**config.mk**
```make
export PLATFORM = sky130hd
export DESIGN_NAME = coin_input_frontend
export DESIGN_NICKNAME = d
export VERILOG_FILES = /design/src/rtl/coin_frontend_pkg.sv /design/src/rtl/sync_debounce_edge.sv /design/src/rtl/coin_input_frontend.sv
export SDC_FILE = /design/constraint.sdc
export NUM_CORES = 1
export LEC_CHECK = 0
export BUFFER_PORTS_ARGS = -buffer_cell sky130_fd_sc_hd__buf_2
export CAP_MARGIN = 20
export CELL_PAD_IN_SITES_DETAIL_PLACEMENT = 1
export CELL_PAD_IN_SITES_GLOBAL_PLACEMENT = 2
export CORE_MARGIN = 2
export CORE_UTILIZATION = 41
export CTS_CLUSTER_SIZE = 12
export DETAILED_ROUTE_END_ITERATION = 10
export PLACE_DENSITY_LB_ADDON = 0.1
export SETUP_SLACK_MARGIN = 0.1
export SYNTH_ARGS = -nofsm -noshare
export SYNTH_HDL_FRONTEND = slang
export SYNTH_HIERARCHICAL = 1
export SYNTH_SLANG_ARGS = --single-unit
```
**constraint.sdc**
```tcl
create_clock -name clk -period 3.85 [get_ports clk]
set_input_delay 0 -clock clk [delete_from_list [all_inputs] [get_ports clk]]
set_output_delay 0 -clock clk [all_outputs]
set_load 0.01 [all_outputs]
```
**src/rtl/coin_frontend_pkg.sv**
```systemverilog
// Shared encodings and constants for the coin/button input front end.
package coin_frontend_pkg;

  typedef enum logic [1:0] {
    StIdle     = 2'd0,
    StCoinHeld = 2'd1,
    StJam      = 2'd2
  } coin_state_e;

  // Credit units, in multiples of 50.
  localparam int unsigned UNIT50  = 1;
  localparam int unsigned UNIT100 = 2;

  localparam int unsigned DEBOUNCE_CYCLES_DEF = 4;
  localparam int unsigned JAM_CYCLES_DEF      = 64;

endpackage

```
**src/rtl/sync_debounce_edge.sv**
```systemverilog
// Two-flop synchronizer, counting debouncer and rising-edge flag for one raw level.
module sync_debounce_edge
  import coin_frontend_pkg::*;
#(
  parameter int unsigned DEBOUNCE_CYCLES = DEBOUNCE_CYCLES_DEF,
  parameter int unsigned CNT_W           = 8
) (
  input  logic clk_i,
  input  logic reset_i,
  input  logic raw_i,
  output logic level_o,
  output logic rise_o
);

  logic             sync1_q, sync2_q;
  logic             level_q, level_d;
  logic             rise_q, rise_d;
  logic [CNT_W-1:0] cnt_q, cnt_d;

  // Counter only advances on disagreeing samples; any agreeing sample restarts it.
  always_comb begin
    cnt_d   = '0;
    level_d = level_q;
    rise_d  = 1'b0;
    if (sync2_q != level_q) begin
      if (cnt_q == CNT_W'(DEBOUNCE_CYCLES - 1)) begin
        level_d = sync2_q;
        rise_d  = sync2_q;
      end else begin
        cnt_d = cnt_q + 1'b1;
      end
    end
  end

  always_ff @(posedge clk_i) begin
    if (reset_i) begin
      sync1_q <= 1'b0;
      sync2_q <= 1'b0;
      level_q <= 1'b0;
      rise_q  <= 1'b0;
      cnt_q   <= '0;
    end else begin
      sync1_q <= raw_i;
      sync2_q <= sync1_q;
      level_q <= level_d;
      rise_q  <= rise_d;
      cnt_q   <= cnt_d;
    end
  end

  assign level_o = level_q;
  assign rise_o  = rise_q;

endmodule

```
**src/rtl/coin_input_frontend.sv**
```systemverilog
// Coin/button conditioning ahead of the coffee controller: clean pulses, rejects, jam detect.
// Optional credit audit counter (coin_total) enabled by defining COIN_AUDIT_EN.
module coin_input_frontend
  import coin_frontend_pkg::*;
#(
  parameter int unsigned DEBOUNCE_CYCLES = DEBOUNCE_CYCLES_DEF,
  parameter int unsigned JAM_CYCLES      = JAM_CYCLES_DEF,
  parameter int unsigned CNT_W           = 8
) (
  input  logic        clk,
  input  logic        reset,
  input  logic        coin50_raw,
  input  logic        coin100_raw,
  input  logic        coff_btn_raw,
  input  logic        ret_btn_raw,
  input  logic        inhibit,
  input  logic        jam_clr,
  output logic        fifty,
  output logic        hundred,
  output logic        coff_out_req,
  output logic        coin_ret_req,
  output logic        coin_reject,
  output logic        jam
`ifdef COIN_AUDIT_EN
  ,
  output logic [15:0] coin_total
`endif
);

  logic c50_lvl, c50_rise, c100_lvl, c100_rise;
  logic coff_lvl, coff_rise, ret_lvl, ret_rise;

  sync_debounce_edge #(.DEBOUNCE_CYCLES(DEBOUNCE_CYCLES), .CNT_W(CNT_W)) u_c50 (
    .clk_i(clk), .reset_i(reset), .raw_i(coin50_raw), .level_o(c50_lvl), .rise_o(c50_rise)
  );
  sync_debounce_edge #(.DEBOUNCE_CYCLES(DEBOUNCE_CYCLES), .CNT_W(CNT_W)) u_c100 (
    .clk_i(clk), .reset_i(reset), .raw_i(coin100_raw), .level_o(c100_lvl), .rise_o(c100_rise)
  );
  sync_debounce_edge #(.DEBOUNCE_CYCLES(DEBOUNCE_CYCLES), .CNT_W(CNT_W)) u_coff (
    .clk_i(clk), .reset_i(reset), .raw_i(coff_btn_raw), .level_o(coff_lvl), .rise_o(coff_rise)
  );
  sync_debounce_edge #(.DEBOUNCE_CYCLES(DEBOUNCE_CYCLES), .CNT_W(CNT_W)) u_ret (
    .clk_i(clk), .reset_i(reset), .raw_i(ret_btn_raw), .level_o(ret_lvl), .rise_o(ret_rise)
  );

  // Buttons are edge-only; their debounced levels have no consumer.
  logic unused_btn_lvl;
  assign unused_btn_lvl = coff_lvl ^ ret_lvl;

  coin_state_e      state_q, state_d;
  logic [CNT_W-1:0] jam_cnt_q, jam_cnt_d;
  logic             fifty_q, fifty_d, hundred_q, hundred_d;
  logic             coff_q, coff_d, ret_q, ret_d;
  logic             reject_q, reject_d, jam_q, jam_d;
  logic             coff_pend_q, coff_pend_d, ret_pend_q, ret_pend_d;
  logic             any_lvl;

  assign any_lvl = c50_lvl | c100_lvl;

  // Coin FSM next state.
  always_comb begin
    state_d   = state_q;
    jam_cnt_d = jam_cnt_q;
    unique case (state_q)
      StIdle: begin
        jam_cnt_d = '0;
        if (c50_rise || c100_rise) state_d = StCoinHeld;
      end
      StCoinHeld: begin
        if (!any_lvl) begin
          state_d   = StIdle;
          jam_cnt_d = '0;
        end else if (jam_cnt_q == CNT_W'(JAM_CYCLES - 1)) begin
          state_d   = StJam;
          jam_cnt_d = '0;
        end else begin
          jam_cnt_d = jam_cnt_q + 1'b1;
        end
      end
      StJam: begin
        if (jam_clr && !any_lvl) state_d = StIdle;
      end
      default: state_d = StIdle;
    endcase
  end

  // Coin outputs and button arbitration.
  always_comb begin
    logic coff_req, ret_req;
    fifty_d   = 1'b0;
    hundred_d = 1'b0;
    reject_d  = 1'b0;
    unique case (state_q)
      StIdle: begin
        if (c50_rise && c100_rise) begin
          reject_d = 1'b1;
        end else if (c50_rise || c100_rise) begin
          if (inhibit) begin
            reject_d = 1'b1;
          end else begin
            fifty_d   = c50_rise;
            hundred_d = c100_rise;
          end
        end
      end
      StCoinHeld: reject_d = c50_rise | c100_rise;
      default: ;
    endcase
    jam_d    = (state_d == StJam);
    reject_d = reject_d | jam_d;

    // Return wins over coffee; a credit pulse defers both by one cycle.
    ret_req  = ret_rise | ret_pend_q;
    coff_req = (coff_rise | coff_pend_q) & ~ret_req;
    if (fifty_d || hundred_d) begin
      coff_d      = 1'b0;
      ret_d       = 1'b0;
      coff_pend_d = coff_req;
      ret_pend_d  = ret_req;
    end else begin
      coff_d      = coff_req;
      ret_d       = ret_req;
      coff_pend_d = 1'b0;
      ret_pend_d  = 1'b0;
    end
  end

  always_ff @(posedge clk) begin
    if (reset) begin
      state_q     <= StIdle;
      jam_cnt_q   <= '0;
      fifty_q     <= 1'b0;
      hundred_q   <= 1'b0;
      coff_q      <= 1'b0;
      ret_q       <= 1'b0;
      reject_q    <= 1'b0;
      jam_q       <= 1'b0;
      coff_pend_q <= 1'b0;
      ret_pend_q  <= 1'b0;
    end else begin
      state_q     <= state_d;
      jam_cnt_q   <= jam_cnt_d;
      fifty_q     <= fifty_d;
      hundred_q   <= hundred_d;
      coff_q      <= coff_d;
      ret_q       <= ret_d;
      reject_q    <= reject_d;
      jam_q       <= jam_d;
      coff_pend_q <= coff_pend_d;
      ret_pend_q  <= ret_pend_d;
    end
  end

  assign fifty        = fifty_q;
  assign hundred      = hundred_q;
  assign coff_out_req = coff_q;
  assign coin_ret_req = ret_q;
  assign coin_reject  = reject_q;
  assign jam          = jam_q;

`ifdef COIN_AUDIT_EN
  logic [15:0] total_q, total_d;

  // Saturating credit total in units of 50.
  always_comb begin
    total_d = total_q;
    if (fifty_d) begin
      total_d = (total_q > 16'hFFFF - 16'(UNIT50)) ? 16'hFFFF : total_q + 16'(UNIT50);
    end else if (hundred_d) begin
      total_d = (total_q > 16'hFFFF - 16'(UNIT100)) ? 16'hFFFF : total_q + 16'(UNIT100);
    end
  end

  always_ff @(posedge clk) begin
    if (reset) total_q <= '0;
    else       total_q <= total_d;
  end

  assign coin_total = total_q;
`endif

endmodule

```
==> results of run 1 <==
## flip-flops by register name, summed over array words and instances, names as in the netlist, 2 cells and up
name,cells
jam_cnt_q,8
u_c100/cnt_q,8
u_c50/cnt_q,8
u_coff/cnt_q,8
u_ret/cnt_q,8
state_q,2
## worst paths after layout
| path | cells past startpoint | end | slack (ns) |
|---|---|---|---|
| worst max-delay path | 4 | u_c50/cnt_q[3]$_SDFF_PP0_ | 2.17 |
| worst min-delay path | 3 | state_q[1]$_SDFF_PP0_ | 0.02 |
| worst max register to register | 4 | u_c50/cnt_q[3]$_SDFF_PP0_ | 2.17 |
| worst min register to register | 1 | u_coff/sync2_q$_SDFF_PP0_ | 0.45 |
## per-layer routing
layer	up-vias	routed length, um	GRT usage, %
met5	-	0	0
met4	0	91	8.80
met3	8	159	4.86
met2	20	2800	29.2
met1	1044	2530	19.2
li1	1090	-	-
## synth_stat cells
library cell  count  share of area, %
ha_1              5               2.3
a21o_1            3              0.84
xnor2_1           8               2.6
a21oi_2           1              0.33
nand2_1          14               2.0
dfxtp_1          66                49
o31ai_1           4               1.1
o21ai_2           1              0.33
a31oi_1           1              0.23
inv_1            14               2.0
or4_1             5               1.4
or4_4             4               1.7
a2111oi_1         1              0.37
mux2i_1           2              0.75
o21ai_0          19               3.5
xor2_1            9               2.9
or3_1            12               2.8
nor4b_1           4               1.3
a21oi_1          22               4.1
nor2_1           37               5.2
or3b_2            4               1.3
nand3_1          20               3.7
a31o_2            1              0.33
inv_2             1              0.14
o21a_1            1              0.28
and3_1            6               1.4
a211oi_2          1              0.47
a21bo_1           1              0.37
clkbuf_1          2              0.28
nand4_1           1              0.23
nor3b_1           3              0.84
nor2b_1           8               1.9
o211ai_2          4               1.9
nand3b_1          2              0.56
and4bb_1          1              0.47
a211oi_1          1              0.28
nor3_1            1              0.19
nor4_1            2              0.47
## through the flow
stage	utilization, %	cells	total power [mW]	cell area (um2)
floorplan	-	292	0.720	2690
global placement	44.7	380	0.730	2840
detailed placement	44.7	380	0.731	2840
CTS	48.6	401	1.31	3080
global route	48.6	401	1.35	3080
finish	48.6	401	1.29	3080
## worst max-delay path, cell delays in order, from the launching register on
cell and delay, ns:
dfxtp_1 0.38, ha_1 0.22, or3b_2 0.51, o211ai_2 0.35, nor2_1 0.09
## power breakdown
group          switching (mW)  total (mW)  internal [mW]
logic                  0.0161      0.0283         0.0122
registers             0.00276       0.690          0.687
clock network           0.273       0.570          0.297
total                   0.292        1.29          0.997
## final cells by class
class	instances	area [um2]	area share (%)
clock buffer	9	124	4.02
clock inverter	7	70.1	2.27
inverter	15	56.3	1.83
multi-input combinational	209	1300	42.2
sequential	66	1320	42.9
tap	77	96.3	3.12
timing repair buffer	18	115	3.73
## cells by family (layout without fill, tap and decap cells)
| logic type | count (synthesis) | after routing | synth area share (%) |
|---|---|---|---|
| compound gates | 61 | 61 | 14.4 |
| xor+xnor | 17 | 17 | 5.55 |
| fa+ha+maj | 5 | 5 | 2.33 |
| buf+inv | 17 | 49 | 2.38 |
| flops | 66 | 66 | 49.2 |
| mux | 2 | 2 | 0.746 |
| simple gates | 124 | 124 | 25.3 |
==> results.py, run 1 <==
metrics = {
    "run_status": {
        "status": "finished clean",
    },
    "placement": {
        "dp_hpwl_mm": 3.88,
        "routabilityCongestion": 0.730,
        "port_buffers": 13,
        "place_ws_ns": 2.16,
    },
    "timing": {
        "worst_pin_slew_ns": 0.609,
        "period_share_pct": 43.5,
        "post-route-min-period_ns": 1.68,
        "rsz0062_at_grt": "false",
        "slew_viol_final": 0,
        "hold_slack_ns": 0.0157,
        "skew_ns": 0.00848,
        "setup_slack_ns": 2.17,
        "finalHoldViolCount": 0,
        "fmax_mhz": 597,
        "relSlewSlack_pct": 59.4,
        "finalSetupTns_ns": 0,
        "setup_viol": 0,
    },
    "grt": {
        "grt_pass1_wl_mm": 9.81,
        "grt-ovfl-total": 0,
        "grt_max_degree": 33,
        "antenna_found_initial": 0,
        "grt_use_total_pct": 17.0,
        "grt_pass1_vias": 2229,
    },
    "worst_setup_path": {
        "startpoint": "u_c50/cnt_q[0]$_SDFF_PP0_",
        "critPathMaxFanout": 7,
        "worstPathArrival_ns": 1.89,
        "worstSetupEndpointType": "register",
        "required_ns": 4.07,
        "criticalPathCategory": "register to register",
        "r2r-start": "u_c50/cnt_q[0]$_SDFF_PP0_",
        "worstSetupStartpointType": "register",
    },
    "cells_and_area": {
        "final_common_cell": "dfxtp_1",
        "antenna_cells": 0,
        "layout-drive-gt1-share_pct": 14.2,
        "fillCellCount": 750,
        "final_cell_mix": "dfxtp_1, nor2_1, a21oi_1, nand3_1, o21ai_0",
        "fin_nets": 332,
        "areaGrowthSynthToFinish_pct": 14.8,
    },
    "floorplanning": {
        "start_util_pct": 42.3,
        "dieHeight_um": 84.9,
        "die-area_um2": 7210,
        "io_pins": 14,
        "die_x_um": 84.9,
        "fp-row-count": 29,
        "core_um2": 6350,
    },
    "power": {
        "power.leakage_nw": 1.13,
        "ir_drop_uv": 260,
        "power.density_nw_per_um2": 418,
    },
    "yosys": {
        "ys_seq_area_share_pct": 49.2,
        "ys.warnings.count": 6,
        "synth_cell_types": 38,
        "syn_nets": 305,
        "synth_area_per_cell_um2": 9.20,
        "ys_seq_elements": 66,
        "synth_area_um2": 2690,
        "syn_inst": 292,
    },
    "routing": {
        "detail-route-antenna-nets": 0,
        "wl_per_cell_um": 13.9,
        "wirelength_mm": 5.58,
        "drc": 0,
        "vias_per_cell": 5.39,
        "drtIter0Drc": 25,
        "num_vias": 2162,
        "first_pass_iters": 4,
    },
    "worst_hold_path": {
        "hold_start": "jam_clr",
        "hp-class": "input port to register",
    },
    "clock_tree": {
        "clk_path_buf_depth": 2,
        "cts-buffers-inserted": 9,
        "cts-resized-gates": 0,
        "cts_setup_buffers": 0,
        "clkTransAtPathRegs_ns": 0.07,
        "htree_levels": 3,
        "worstSkewPairLatency_ns": 0.34,
        "cts.sinks": 66,
        "cts-hold-fix-buffers": 5,
        "cts_tree": "built",
        "cts-root-buf": "clkbuf_8",
    },
    "flow_run": {
        "drv_cap": 0,
    },
}
No activity file was read; power rests on OpenSTA's default activity.
==> run 2: changes to the inputs <==
--- a/config.mk
+++ b/config.mk
@@ -10,7 +10,7 @@
 export CELL_PAD_IN_SITES_DETAIL_PLACEMENT = 1
 export CELL_PAD_IN_SITES_GLOBAL_PLACEMENT = 2
 export CORE_MARGIN = 2
-export CORE_UTILIZATION = 41
+export CORE_UTILIZATION = 38
 export CTS_CLUSTER_SIZE = 12
 export DETAILED_ROUTE_END_ITERATION = 10
 export PLACE_DENSITY_LB_ADDON = 0.1
==> constraint.sdc (replaced) <==
create_clock -name clk -period 1.65 [get_ports clk]
set_input_delay 0 -clock clk [delete_from_list [all_inputs] [get_ports clk]]
set_output_delay 0 -clock clk [all_outputs]
set_load 0.01 [all_outputs]
==> results.py, run 2 (same netlist as run 1, synthesis figures left out) <==
metrics = {
    "run_status": {
        "status": "finished clean",
    },
    "cells_and_area": {
        "final_area_um2": 3330,
        "antenna_cells": 0,
        "final_common_cell": "dfxtp_1",
        "fin_nets": 354,
        "fillCellCount": 826,
        "areaGrowthSynthToFinish_pct": 24.0,
        "layout-drive-gt1-share_pct": 21.4,
        "stdcell_count": 442,
        "final_cell_mix": "dfxtp_1, nor2_1, buf_4, nand3_1, a21oi_1",
    },
    "routing": {
        "wl_per_cell_um": 13.2,
        "wirelength_mm": 5.83,
        "drc": 0,
        "first_pass_iters": 4,
        "vias_per_cell": 5.04,
        "num_vias": 2229,
        "drtIter0Drc": 45,
        "detail-route-antenna-nets": 0,
    },
    "timing": {
        "slew_viol_final": 0,
        "fmax_mhz": 663,
        "period_share_pct": 91.5,
        "setup_viol": 0,
        "finalSetupTns_ns": 0,
        "post-route-min-period_ns": 1.51,
        "finalHoldViolCount": 0,
        "relSlewSlack_pct": 68.5,
        "rsz0062_at_grt": "true",
        "worst_pin_slew_ns": 0.472,
        "skew_ns": 0.0110,
    },
    "floorplanning": {
        "core_um2": 6830,
        "io_pins": 14,
        "dieHeight_um": 88.1,
        "start_util_pct": 39.3,
        "fp-row-count": 30,
        "die-area_um2": 7750,
        "die_x_um": 88.1,
    },
    "power": {
        "power.density_nw_per_um2": 939,
        "ir_drop_uv": 417,
        "power.leakage_nw": 1.26,
    },
    "placement": {
        "dp_cells": 421,
        "dp_hpwl_mm": 4.13,
        "routabilityCongestion": 0.742,
        "placed_cell_area_um2": 3030,
        "port_buffers": 13,
    },
    "worst_setup_path": {
        "rrSetupSlack_ns": 0.14,
        "worstPathArrival_ns": 1.78,
        "critPathMaxFanout": 5,
        "startpoint": "jam_cnt_q[0]$_SDFFE_PP0P_",
        "criticalPathCategory": "register to register",
        "r2r-start": "jam_cnt_q[0]$_SDFFE_PP0P_",
        "required_ns": 1.92,
        "worstSetupEndpointType": "register",
        "worstSetupStartpointType": "register",
    },
    "clock_tree": {
        "clkTransAtPathRegs_ns": 0.07,
        "worstSkewPairLatency_ns": 0.34,
        "htree_levels": 3,
        "cts-buffers-inserted": 9,
        "cts_tree": "built",
        "clk_path_buf_depth": 2,
        "cts_setup_buffers": 0,
        "cts-root-buf": "clkbuf_8",
        "cts.sinks": 66,
    },
    "worst_hold_path": {
        "hold_start": "inhibit",
        "hp-class": "input port to register",
    },
    "grt": {
        "use_met2_pct": 25.6,
        "top_usage_layer": "met2",
        "grt_max_degree": 19,
        "grt_use_total_pct": 16.5,
        "grt_pass1_vias": 2149,
        "antenna_found_initial": 0,
        "grt_pass1_wl_mm": 10.0,
        "met3_usage_pct": 4.52,
        "gr-usage-met1_pct": 22.4,
        "grt-ovfl-total": 0,
    },
    "flow_run": {
        "drv_cap": 0,
    },
}
run 2: report_power, final:
part           internal [mW]  switching [mW]  leakage [nW]
clock network          0.819           0.615         0.112
logic                 0.0400          0.0423         0.611
registers               1.60         0.00585         0.533
total                   2.46           0.663          1.26
run 2: final cells by class:
cell class / count / area, um2 / share of cell area (%)
Tap cell: 96 / 120 / 3.61
Multi-Input combinational cell: 209 / 1340 / 40.2
Sequential cell: 66 / 1320 / 39.7
Timing Repair Buffer: 40 / 280 / 8.42
Clock inverter: 4 / 48.8 / 1.47
Clock buffer: 12 / 165 / 4.96
Inverter: 15 / 56.3 / 1.69
run 2: layer usage:
| layer | vias to the layer above | part of all wire [%] |
|---|---|---|
| met4 | 0 | 1.1 |
| met2 | 18 | 47 |
| met3 | 8 | 2.7 |
| li1 | 1143 | - |
| met1 | 1060 | 50 |
| met5 | - | 0 |
run 2: worst max-delay path, cell delays in order (launching register included):
cell and delay, ns:
dfxtp_1 0.35, ha_2 0.22, and3_2 0.25, a211oi_2 0.27, a21bo_1 0.25, a21oi_2 0.12
run 2: metrics by stage:
stage               utilization (%)  total power [mW]  setup slack [ns]  hold WS, ns
floorplan                         -              1.68             0.147       0.0691
global placement               44.3              1.72             0.123        0.208
detailed placement             44.3              1.72            0.0142        0.216
CTS                            48.4              3.18             0.109      0.00597
global route                   48.7              3.25            0.0787       0.0420
finish                         48.7              3.13             0.141       0.0107
run 2: path summary, 6_finish.rpt:
check | endpoint | cells after the start
setup reg to reg | jam_cnt_q[5]$_SDFFE_PP0P_ | 5
hold reg to reg | u_c50/sync2_q$_SDFF_PP0_ | 1
setup / recovery | jam_cnt_q[5]$_SDFFE_PP0P_ | 5
hold / removal | coff_pend_q$_SDFF_PP0_ | 4
run 2: repair_timing:
action	CTS	global route
cloned	0	0
endpoints found under the hold margin	5	0
pin swaps	0	1
hold buffers	5	0
gates resized for setup	5	6
setup endpoints to repair	22	3
==> run 3: changes to the inputs <==
==> constraint.sdc (replaced) <==
create_clock -name clk -period 1.6 [get_ports clk]
set_input_delay 0 -clock clk [delete_from_list [all_inputs] [get_ports clk]]
set_output_delay 0 -clock clk [all_outputs]
set_load 0.01 [all_outputs]
==> results.py, run 3 (same netlist as run 1, synthesis figures left out) <==
metrics = {
    "worst_setup_path": {
        "worstSetupEndpointType": "register",
        "criticalPathCategory": "register to register",
        "critPathMaxFanout": 4,
        "worstPathArrival_ns": 1.75,
        "required_ns": 1.87,
        "worstSetupStartpointType": "register",
    },
    "timing": {
        "slew_viol_final": 0,
        "period_share_pct": 92.0,
        "hold_slack_ns": 0.0178,
        "fmax_mhz": 680,
        "finalSetupTns_ns": 0,
        "finalHoldViolCount": 0,
        "rsz0062_at_grt": "true",
        "setup_slack_ns": 0.128,
        "worst_pin_slew_ns": 0.581,
        "relSlewSlack_pct": 61.3,
        "skew_ns": 0.00914,
        "setup_viol": 0,
        "post-route-min-period_ns": 1.47,
    },
    "routing": {
        "wirelength_mm": 6.15,
        "vias_per_cell": 5.11,
        "num_vias": 2240,
        "first_pass_iters": 4,
        "drc": 0,
        "drtIter0Drc": 31,
        "wl_per_cell_um": 14.0,
        "detail-route-antenna-nets": 0,
    },
    "floorplanning": {
        "core_um2": 6830,
        "die_x_um": 88.1,
        "die-area_um2": 7750,
        "fp-row-count": 30,
        "dieHeight_um": 88.1,
        "io_pins": 14,
        "start_util_pct": 39.3,
    },
    "cells_and_area": {
        "antenna_cells": 0,
        "fillCellCount": 804,
        "seqCellArea_um2": 1330,
        "multi_input_area_um2": 1410,
        "final_common_cell": "dfxtp_1",
        "final_cell_mix": "dfxtp_1, nor2_1, a21oi_1, nand3_1, o21ai_0",
        "fin_nets": 350,
        "layout-drive-gt1-share_pct": 24.3,
        "stdcell_count": 438,
        "areaGrowthSynthToFinish_pct": 26.6,
    },
    "power": {
        "ir_drop_uv": 448,
        "power.density_nw_per_um2": 981,
        "p_comb_share_pct": 2.5,
        "power.leakage_nw": 1.24,
        "p_switching_mw": 0.720,
        "p_sw_share_pct": 21.6,
        "p_int_mw": 2.61,
        "power.share.sequential_pct": 49.8,
        "power_frac_clock_pct": 47.6,
    },
    "grt": {
        "grt_pass1_vias": 2308,
        "grt_use_total_pct": 17.7,
        "grt_max_degree": 27,
        "grt-ovfl-total": 0,
        "antenna_found_initial": 0,
        "grt_pass1_wl_mm": 10.7,
    },
    "worst_hold_path": {
        "hp-class": "input port to register",
    },
    "clock_tree": {
        "cts_tree": "built",
        "cts-buffers-inserted": 9,
        "clk_path_buf_depth": 2,
        "htree_levels": 3,
        "cts-root-buf": "clkbuf_8",
        "worstSkewPairLatency_ns": 0.35,
        "clkTransAtPathRegs_ns": 0.08,
        "cts.sinks": 66,
    },
    "placement": {
        "dp_hpwl_mm": 4.20,
        "dp_cells": 415,
        "place_ws_ns": 0.0620,
        "routabilityCongestion": 0.767,
        "port_buffers": 13,
    },
    "run_status": {
        "status": "finished clean",
    },
    "flow_run": {
        "drv_cap": 0,
    },
}
## run 3: changes by cell type in the layout (fill, tap and decap cells not counted), sizes merged
cell / change
clkinvlp: +2
clkinv: -2
inv: +1
clkbuf: -2
bufinv: +1
buf: -4
## run 3: repair_timing
| action | CTS | global route |
|---|---|---|
| cloned | 0 | 0 |
| setup endpoints to repair | 27 | 31 |
| endpoints found under the hold margin | 7 | 0 |
| hold buffers | 5 | 0 |
| buffers inserted | 1 | 1 |
| gates resized for setup | 6 | 17 |
| pin swaps | 2 | 5 |
## run 3: area by class of cell
class	instances	area share [%]
clock buffer	10	4.05
timing repair buffer	36	7.36
clock inverter	6	2.61
inverter	15	1.66
multi-input combinational	209	41.6
sequential	66	39.2
tap	96	3.53
## run 3: metrics by stage
stage / power [mW] / instance area (um2) / utilization, %
floorplan: 1.73 / 2710 / -
global placement: 1.76 / 3000 / 44.0
detailed placement: 1.77 / 3000 / 44.0
CTS: 3.38 / 3320 / 48.7
global route: 3.47 / 3400 / 49.7
finish: 3.33 / 3400 / 49.7
## run 3: layer usage
| layer | track usage, % | share of wire (%) |
|---|---|---|
| met5 | 0 | 0 |
| met1 | 22.5 | 48 |
| met4 | 9.50 | 2.5 |
| met3 | 2.83 | 1.8 |
| met2 | 28.8 | 48 |
## run 3: critical path, stage by stage (launching register included)
cell     delay [ns]
dfxtp_1        0.32
or4_4          0.58
or3_4          0.39
a21oi_2        0.11
## run 3: path summary, 6_finish.rpt
path                               from                           to  slack, ns  cells after the start
min                             jam_clr        state_q[1]$_SDFF_PP0_       0.02                      3
min reg2reg    u_c50/sync1_q$_SDFF_PP0_     u_c50/sync2_q$_SDFF_PP0_       0.45                      1
max reg2reg  u_coff/cnt_q[2]$_SDFF_PP0_  u_coff/level_o$_SDFFE_PP0P_       0.13                      3
max          u_coff/cnt_q[2]$_SDFF_PP0_  u_coff/level_o$_SDFFE_PP0P_       0.13                      3
## run 3: power groups by stage
stage	combinational, mW	sequential (mW)	clock (mW)
finish	0.0836	1.66	1.59
global route	0.0959	1.66	1.71
CTS	0.0828	1.66	1.63
detailed placement	0.0681	1.70	0
global placement	0.0659	1.70	0
floorplan	0.0346	1.70	0
